===== src/rtl/tone_mixer_pkg.sv =====
// Shared types, defaults and helpers for the tone mixer / PWM audio path.
package tone_mixer_pkg;

    localparam int unsigned N_CH_DEF     = 36;
    localparam int unsigned PWM_BITS_DEF = 6;

    // Encoding 2'd3 is never entered; the scan FSM falls back to S_LOAD from it.
    typedef enum logic [1:0] {
        S_LOAD  = 2'd0,
        S_ACC   = 2'd1,
        S_LATCH = 2'd2
    } state_t;

    function automatic int unsigned clog2(input int unsigned value);
        int unsigned res;
        res = 0;
        while ((64'd1 << res) < 64'(value)) begin
            res = res + 1;
        end
        return res;
    endfunction

endpackage


===== src/rtl/tone_mixer_pwm_pwm_gen.sv =====
// Free-running PWM: duty is reloaded only at the period boundary so every period is glitch-free.
module pwm_gen
    import tone_mixer_pkg::*;
#(
    parameter int unsigned PWM_BITS = PWM_BITS_DEF
) (
    input  logic                clk,
    input  logic                rst,
    input  logic [PWM_BITS-1:0] duty_in,
    output logic                pwm_out
);

    localparam logic [PWM_BITS-1:0] CNT_MAX = '1;

    logic [PWM_BITS-1:0] pwm_cnt;
    logic [PWM_BITS-1:0] duty;

    // duty_in sampled on the last count of a period; a value arriving on that same edge waits a period
    always_ff @(posedge clk) begin
        if (rst) begin
            pwm_cnt <= '0;
            duty    <= '0;
            pwm_out <= 1'b0;
        end else begin
            pwm_cnt <= pwm_cnt + PWM_BITS'(1);
            if (pwm_cnt == CNT_MAX) begin
                duty <= duty_in;
            end
            pwm_out <= (pwm_cnt < duty);
        end
    end

endmodule


===== src/rtl/tone_mixer_pwm.sv =====
// Serially mixes the key-gated tone channels into one sample per frame and drives a single PWM pin.
module tone_mixer_pwm
    import tone_mixer_pkg::*;
#(
    parameter int unsigned N_CH     = N_CH_DEF,
    parameter int unsigned PWM_BITS = PWM_BITS_DEF
) (
    input  logic                clk,
    input  logic                rst,
    input  logic [N_CH-1:0]     keys,
    input  logic [N_CH-1:0]     tone,
    output logic                pwm_out,
    output logic [PWM_BITS-1:0] voices,
    output logic [PWM_BITS-1:0] sample,
    output logic                sample_strobe
);

    localparam int unsigned     CH_W    = (clog2(N_CH) > 0) ? clog2(N_CH) : 1;
    localparam logic [CH_W-1:0] CH_LAST = CH_W'(N_CH - 1);

    // A full chord must stay below a full PWM period so the sum can never overflow.
    if (64'(N_CH) >= (64'd1 << PWM_BITS)) begin : g_width_check
        $error("tone_mixer_pwm: N_CH must be less than 2**PWM_BITS");
    end

    state_t              state;
    logic [N_CH-1:0]     snap;
    logic [N_CH-1:0]     ksnap;
    logic [PWM_BITS-1:0] acc;
    logic [PWM_BITS-1:0] kcnt;
    logic [CH_W-1:0]     ch;

    // Frame: snapshot (1) -> shift-accumulate every channel (N_CH) -> publish (1)
    always_ff @(posedge clk) begin
        if (rst) begin
            state         <= S_LOAD;
            snap          <= '0;
            ksnap         <= '0;
            acc           <= '0;
            kcnt          <= '0;
            ch            <= '0;
            sample        <= '0;
            voices        <= '0;
            sample_strobe <= 1'b0;
        end else begin
            sample_strobe <= 1'b0;
            case (state)
                S_LOAD: begin
                    snap  <= keys & tone;
                    ksnap <= keys;
                    acc   <= '0;
                    kcnt  <= '0;
                    ch    <= '0;
                    state <= S_ACC;
                end
                S_ACC: begin
                    acc   <= acc + PWM_BITS'(snap[0]);
                    kcnt  <= kcnt + PWM_BITS'(ksnap[0]);
                    snap  <= snap >> 1;
                    ksnap <= ksnap >> 1;
                    ch    <= ch + CH_W'(1);
                    if (ch == CH_LAST) begin
                        state <= S_LATCH;
                    end
                end
                S_LATCH: begin
                    sample        <= acc;
                    voices        <= kcnt;
                    sample_strobe <= 1'b1;
                    state         <= S_LOAD;
                end
                default: begin
                    state <= S_LOAD;
                end
            endcase
        end
    end

    pwm_gen #(
        .PWM_BITS(PWM_BITS)
    ) u_pwm_gen (
        .clk     (clk),
        .rst     (rst),
        .duty_in (sample),
        .pwm_out (pwm_out)
    );

endmodule


===== config.mk =====
export PLATFORM = sky130hd
export DESIGN_NAME = tone_mixer_pwm
export DESIGN_NICKNAME = d
export VERILOG_FILES = /design/src/rtl/tone_mixer_pkg.sv /design/src/rtl/tone_mixer_pwm_pwm_gen.sv /design/src/rtl/tone_mixer_pwm.sv
export SDC_FILE = /design/constraint.sdc
export NUM_CORES = 1
export LEC_CHECK = 0
export ABC_CLOCK_PERIOD_IN_PS = 1700
export BUFFER_PORTS_ARGS = -buffer_cell sky130_fd_sc_hd__buf_2
export CAP_MARGIN = 20
export CORE_MARGIN = 2
export CORE_UTILIZATION = 56
export DETAILED_ROUTE_END_ITERATION = 6
export GPL_TIMING_DRIVEN = 0
export PLACE_DENSITY = 0.85
export REMOVE_ABC_BUFFERS = 1
export SETUP_SLACK_MARGIN = 0.4
export SLEW_MARGIN = 10
export SYNTH_ARGS = -nofsm -noshare
export SYNTH_HDL_FRONTEND = slang
export SYNTH_SLANG_ARGS = --single-unit

===== constraint.sdc =====
create_clock -name clk -period 1.7 [get_ports clk]
set_clock_uncertainty 0.15 [all_clocks]
set_input_delay 0.17 -clock clk [delete_from_list [all_inputs] [get_ports clk]]
set_output_delay 0.17 -clock clk [all_outputs]
set_load 0.01 [all_outputs]

-- After elaboration in Yosys (flattened, before gate mapping)
Cells that the tools add are included.
- add/sub/neg operators: 4
- eq/ne operators: 5
- mux-type cells: 8
- reductions and logical operators: 2
- order comparisons: 1
- bitwise gates (word level): 1
- operators by type and width (operator ; count):
    case mux 36 bit (2 select lines) ; 2
    AND 36 bit ; 1
    case mux 6 bit (2 select lines) ; 3
    adder 6 x 1 -> 6 bit ; 2
    adder 6 x 1 -> 6 bit (second input constant) ; 2
    equality test 6 bit (second input constant) ; 2
    less-than comparator 6 bit ; 1
    case mux 2 bit (2 select lines) ; 1
    equality test 2 x 1 -> 1 bit (second input constant) ; 1
    equality test 2 bit (second input constant) ; 1
    logical NOT 2 bit ; 1
    2-to-1 mux 2 bit ; 1
    inequality test 2 bit (second input constant) ; 1
    nonzero test 2 bit ; 1
    2-to-1 mux 1 bit ; 1
- flip-flop bits (word level): 118
- logic and storage cells: 33
- output and inout port bits: 14
- bits of input ports: 74

-- Longest topological paths before layout
- depth after elaboration: 3
- gate-level depth with buffers: 5

-- Cells and area by module
From an unflattened synthesis, not the netlist that was laid out.
- cells, all modules: 563
- area, all modules: 5393.9 um2
- modules (own cells, without submodules) (module ; instances ; cells an instance ; area each (um2) ; sequential area each (um2)):
    tone_mixer_pwm ; 1 ; 496 ; 4749.6 ; 2102.0
    pwm_gen ; 1 ; 67 ; 644.4 ; 260.2

-- Worst setup path after synthesis
No wires, ideal clock.
- kind: register -> register
- from: reg u_pwm_gen.duty[4]
- to: reg u_pwm_gen.pwm_out
- required time: 1.469 ns
- data arrival time: 1.209 ns
- clock period less this slack: 1.439 ns
- setup slack: 0.261 ns
- cell stages (with the launch flop): 6
- library setup time: 0.081 ns
- cells stage by stage: dfxtp_1 -> inv_1 -> ha_1 -> a21o_1 -> a211o_1 -> a41oi_1
- longest elaborated chain between the ends: 1
- RTL lines (element ; line ; text):
    start: declaration ; tone_mixer_pwm_pwm_gen.sv:16 ; logic [PWM_BITS-1:0] duty;
    start signal: assignment ; tone_mixer_pwm_pwm_gen.sv:27 ; duty <= duty_in;
    less-than comparator 6 bit ; tone_mixer_pwm_pwm_gen.sv:29 ; pwm_out <= (pwm_cnt < duty);
    end signal: assignment ; tone_mixer_pwm_pwm_gen.sv:29 ;
    end: declaration ; tone_mixer_pwm_pwm_gen.sv:10 ; output logic pwm_out
No other way between the ends.
A chain may end at the register's enable or synchronous reset.

-- Worst setup path after layout
- from: reg state[0]
- to: reg snap[15]
- longest elaborated chain between the ends: 2
- elaborated cells on any way between the ends: 4
- those cells by class: eq/ne: 1; mux: 1; reduce/logical: 2
- RTL lines (element ; line ; text):
    start: declaration ; tone_mixer_pwm.sv:26 ; state_t state;
    start signal: assignment ; tone_mixer_pwm.sv:36 ; state <= S_LOAD;
    start signal: assignment ; tone_mixer_pwm.sv:54 ; state <= S_ACC;
    start signal: assignment ; tone_mixer_pwm.sv:63 ; state <= S_LATCH;
    equality test 2 x 1 -> 1 bit or logical NOT 2 bit (tied branches) ; tone_mixer_pwm.sv:47 ; case (state)
    case mux 36 bit (2 select lines) or nonzero test 2 bit (tied branches) ; n/a ;
    end signal: assignment ; tone_mixer_pwm.sv:49 ; snap <= keys & tone;
    end signal: assignment ; tone_mixer_pwm.sv:59 ; snap <= snap >> 1;
    end: declaration ; tone_mixer_pwm.sv:27 ; logic [N_CH-1:0] snap;
Parallel ways exist; a longest one is shown, timed or not.

==> flow_summary.toml <==
[status]
status = "finished, violations left"
violations = "negative hold slack, negative setup slack"

[logic_synthesis]
synth_warnings = 0
synth.avg_cell_area_um2 = 9.47
ys_seq_elements = 118
ys_async_sr_fraction_pct = 0
synth_edf_count = 0
synth_cell_types = 36
netlist.area_leader.share_pct = 44.2
ys_top_cells_by_area = "dfxtp_1 44%, mux2i_1 7.7%, mux2_2 7.4%"
synth_top_area_cell = "dfxtp_1"
synthCells = 564
seq_area_frac_synth_pct = 44.2
syn_area_um2 = 5340
synth_ff_type = "dfxtp_1"

[clocking]
cts_buffers = 17
hold_buffers = 72
clock_latency_ps = 540
clk_path_buf_depth = 2
cts_tree = "yes"
htreeDepth = 4
clockRootBuffer = "clkbuf_8"
clock_sinks = 118
clkTransAtPathRegs_ps = 60

[placed_design]
hpwl_um = 6750
dp.cells = 742
io_buffers = 87
place.gp.congestion = 0.743

[worst_hold_path]
hold_path_class = "input port to flip-flop"

[detailed_routing]
totalWireLength_um = 21200
vias_per_cell = 6.35
final_antenna_net_count = 0
num_vias = 5692
drtPass1Iterations = 6
drc = 0
drt_iter0_drc = 636
wire_per_inst_um = 23.7

[timing]
min_period_over_period_pct = 109
final_hold_viol_count = 16
slew_headroom_pct = 56.7
period_needed_ps = 1850
worstMarginPinSlew_ps = 649
max_freq_mhz = 541
final-setup-viol-count = 1
fin_hold_ws_ps = -168
finalMaxSlewViolations = 0
fin_tns_setup_ps = -149
rsz0062_at_grt = "yes"
setup_ws_ps = -149

[power]
p_total_uw = 7630
vdd_drop_max_mv = 0.913
power.density_nw_per_um2 = 915
p_leak_uw = 0.00319

[grt]
grt_max_degree = 98
antenna_found_initial = 0
first_global_vias = 5371
grt_usage_pct = 34.1
grt_pass1_wl_um = 27100
grt-ovfl-total = 0

[layout]
syn2layout_area_growth_pct = 56.1
drive_gt1_share_pct = 36.7
fillers = 304
final_cell_mix = "89 x dfxtp_1, 74 x buf_2, 72 x dlygate4sd3_1"
final_nets = 838
fin_cells = 896
final_common_cell = "dfxtp_1"

[worst_setup_path]
critPathRequiredTime_ps = 1920
crit_arrival_ps = 2070
cp-start-kind = "flip-flop"
path_class = "flip-flop to flip-flop"
path_max_fanout = 21
cp-end-kind = "flip-flop"

[die]
die-area_um2 = 10300
start_util_pct = 57.8
num_io_pins = 88
rows = 35
die_h_um = 102
coreArea_um2 = 9240
dieWidth_um = 102

[flow_run]
maxCapViolations = 0
layout make-up:
cell class	count	area, um2	area share [%]
multi-input cells	366	2950	35.3
clock inverters	12	173	2.07
well taps	129	161	1.94
repair buffers	210	2030	24.4
inverters	40	150	1.80
clock buffers	20	457	5.48
flip-flops and latches	118	2420	29.0
diodes	1	2.50	0.0300
what timing repair did:
| action | in CTS | in global routing |
|---|---|---|
| resized for setup | 71 | 51 |
| cloned | 8 | 4 |
| buffers inserted | 29 | 8 |
| setup endpoints to repair | 122 | 123 |
| pin swaps | 15 | 17 |
| hold endpoints to repair | 79 | 16 |
synthesized netlist by cell type (2+ instances only):
cell type and count:
a221oi_1 35, xnor2_1 4, mux2i_1 41, clkbuf_1 16, nand3_1 3, o21ai_0 4
nor3b_1 2, inv_1 40, nand2_1 30, ha_1 11, nor2_1 58, nand4b_1 5
buf_4 2, a21oi_1 53, or3_1 3, nand2b_1 14, nor2b_1 6, xor2_1 9
nand3b_1 35, buf_6 5, buf_2 18, mux2_2 35, a22oi_1 5, dfxtp_1 118
report_power, final:
part	total, uW	internal (uW)	switching (uW)
logic	799	438	361
clock network	3890	2500	1380
registers	2940	2860	81.8
total	7630	5800	1830
metrics by stage:
step | utilization [%] | worst slack [ps] | area (um2)
after floorplan | - | -2510 | 5120
after global placement | 61.9 | -3820 | 5720
after detailed placement | 62.9 | -646 | 5810
after CTS | 86.0 | 258 | 7950
after global routing | 90.2 | -148 | 8340
final | 90.2 | -149 | 8340
flip-flops by register name, indices dropped and copies added, names as in the netlist:
| signal | flops |
|---|---|
| state | 2 |
| sample_strobe | 1 |
| snap | 36 |
| kcnt | 6 |
| u_pwm_gen.duty | 6 |
| acc | 6 |
| voices | 6 |
| u_pwm_gen.pwm_cnt | 6 |
| ch | 6 |
| u_pwm_gen.pwm_out | 1 |
| ksnap | 36 |
| sample | 6 |
worst max-delay path: stages, from the launching register on:
cell      delay, ps
dfxtp_4         400
buf_4           170
buf_16          160
nand3b_1        190
a221oi_1        590
metal layers:
metal	track usage [%]	wire length, um	up-vias
met2	61.5	10700	461
met4	13.3	1380	0
li1	-	-	2362
met5	0	0	-
met3	7.18	1850	142
met1	39.3	7290	2727
logic make-up (layout without fill, tap and decap cells):
group | after synthesis | in the layout | synth area share [%]
and+or+nand+nor | 163 | 164 | 16.4
xor gates and xnor gates | 13 | 13 | 2.13
DFF | 118 | 118 | 44.2
other | 0 | 1 | 0
muxes | 76 | 76 | 15.1
adders and majority gates | 11 | 11 | 2.58
AOI/OAI and AO/OA | 102 | 102 | 12.6
buffers and inverters | 81 | 282 | 6.96
final timing paths:
path | cells past startpoint | start | to | slack [ps]
max | 4 | state[0] | snap[15] | -150
min | 2 | rst | ksnap[7] | -170
max reg2reg | 4 | state[0] | snap[15] | -150
min reg2reg | 2 | voices[1] | voices[1] | 310
Power figures use the tool's default switching activity.
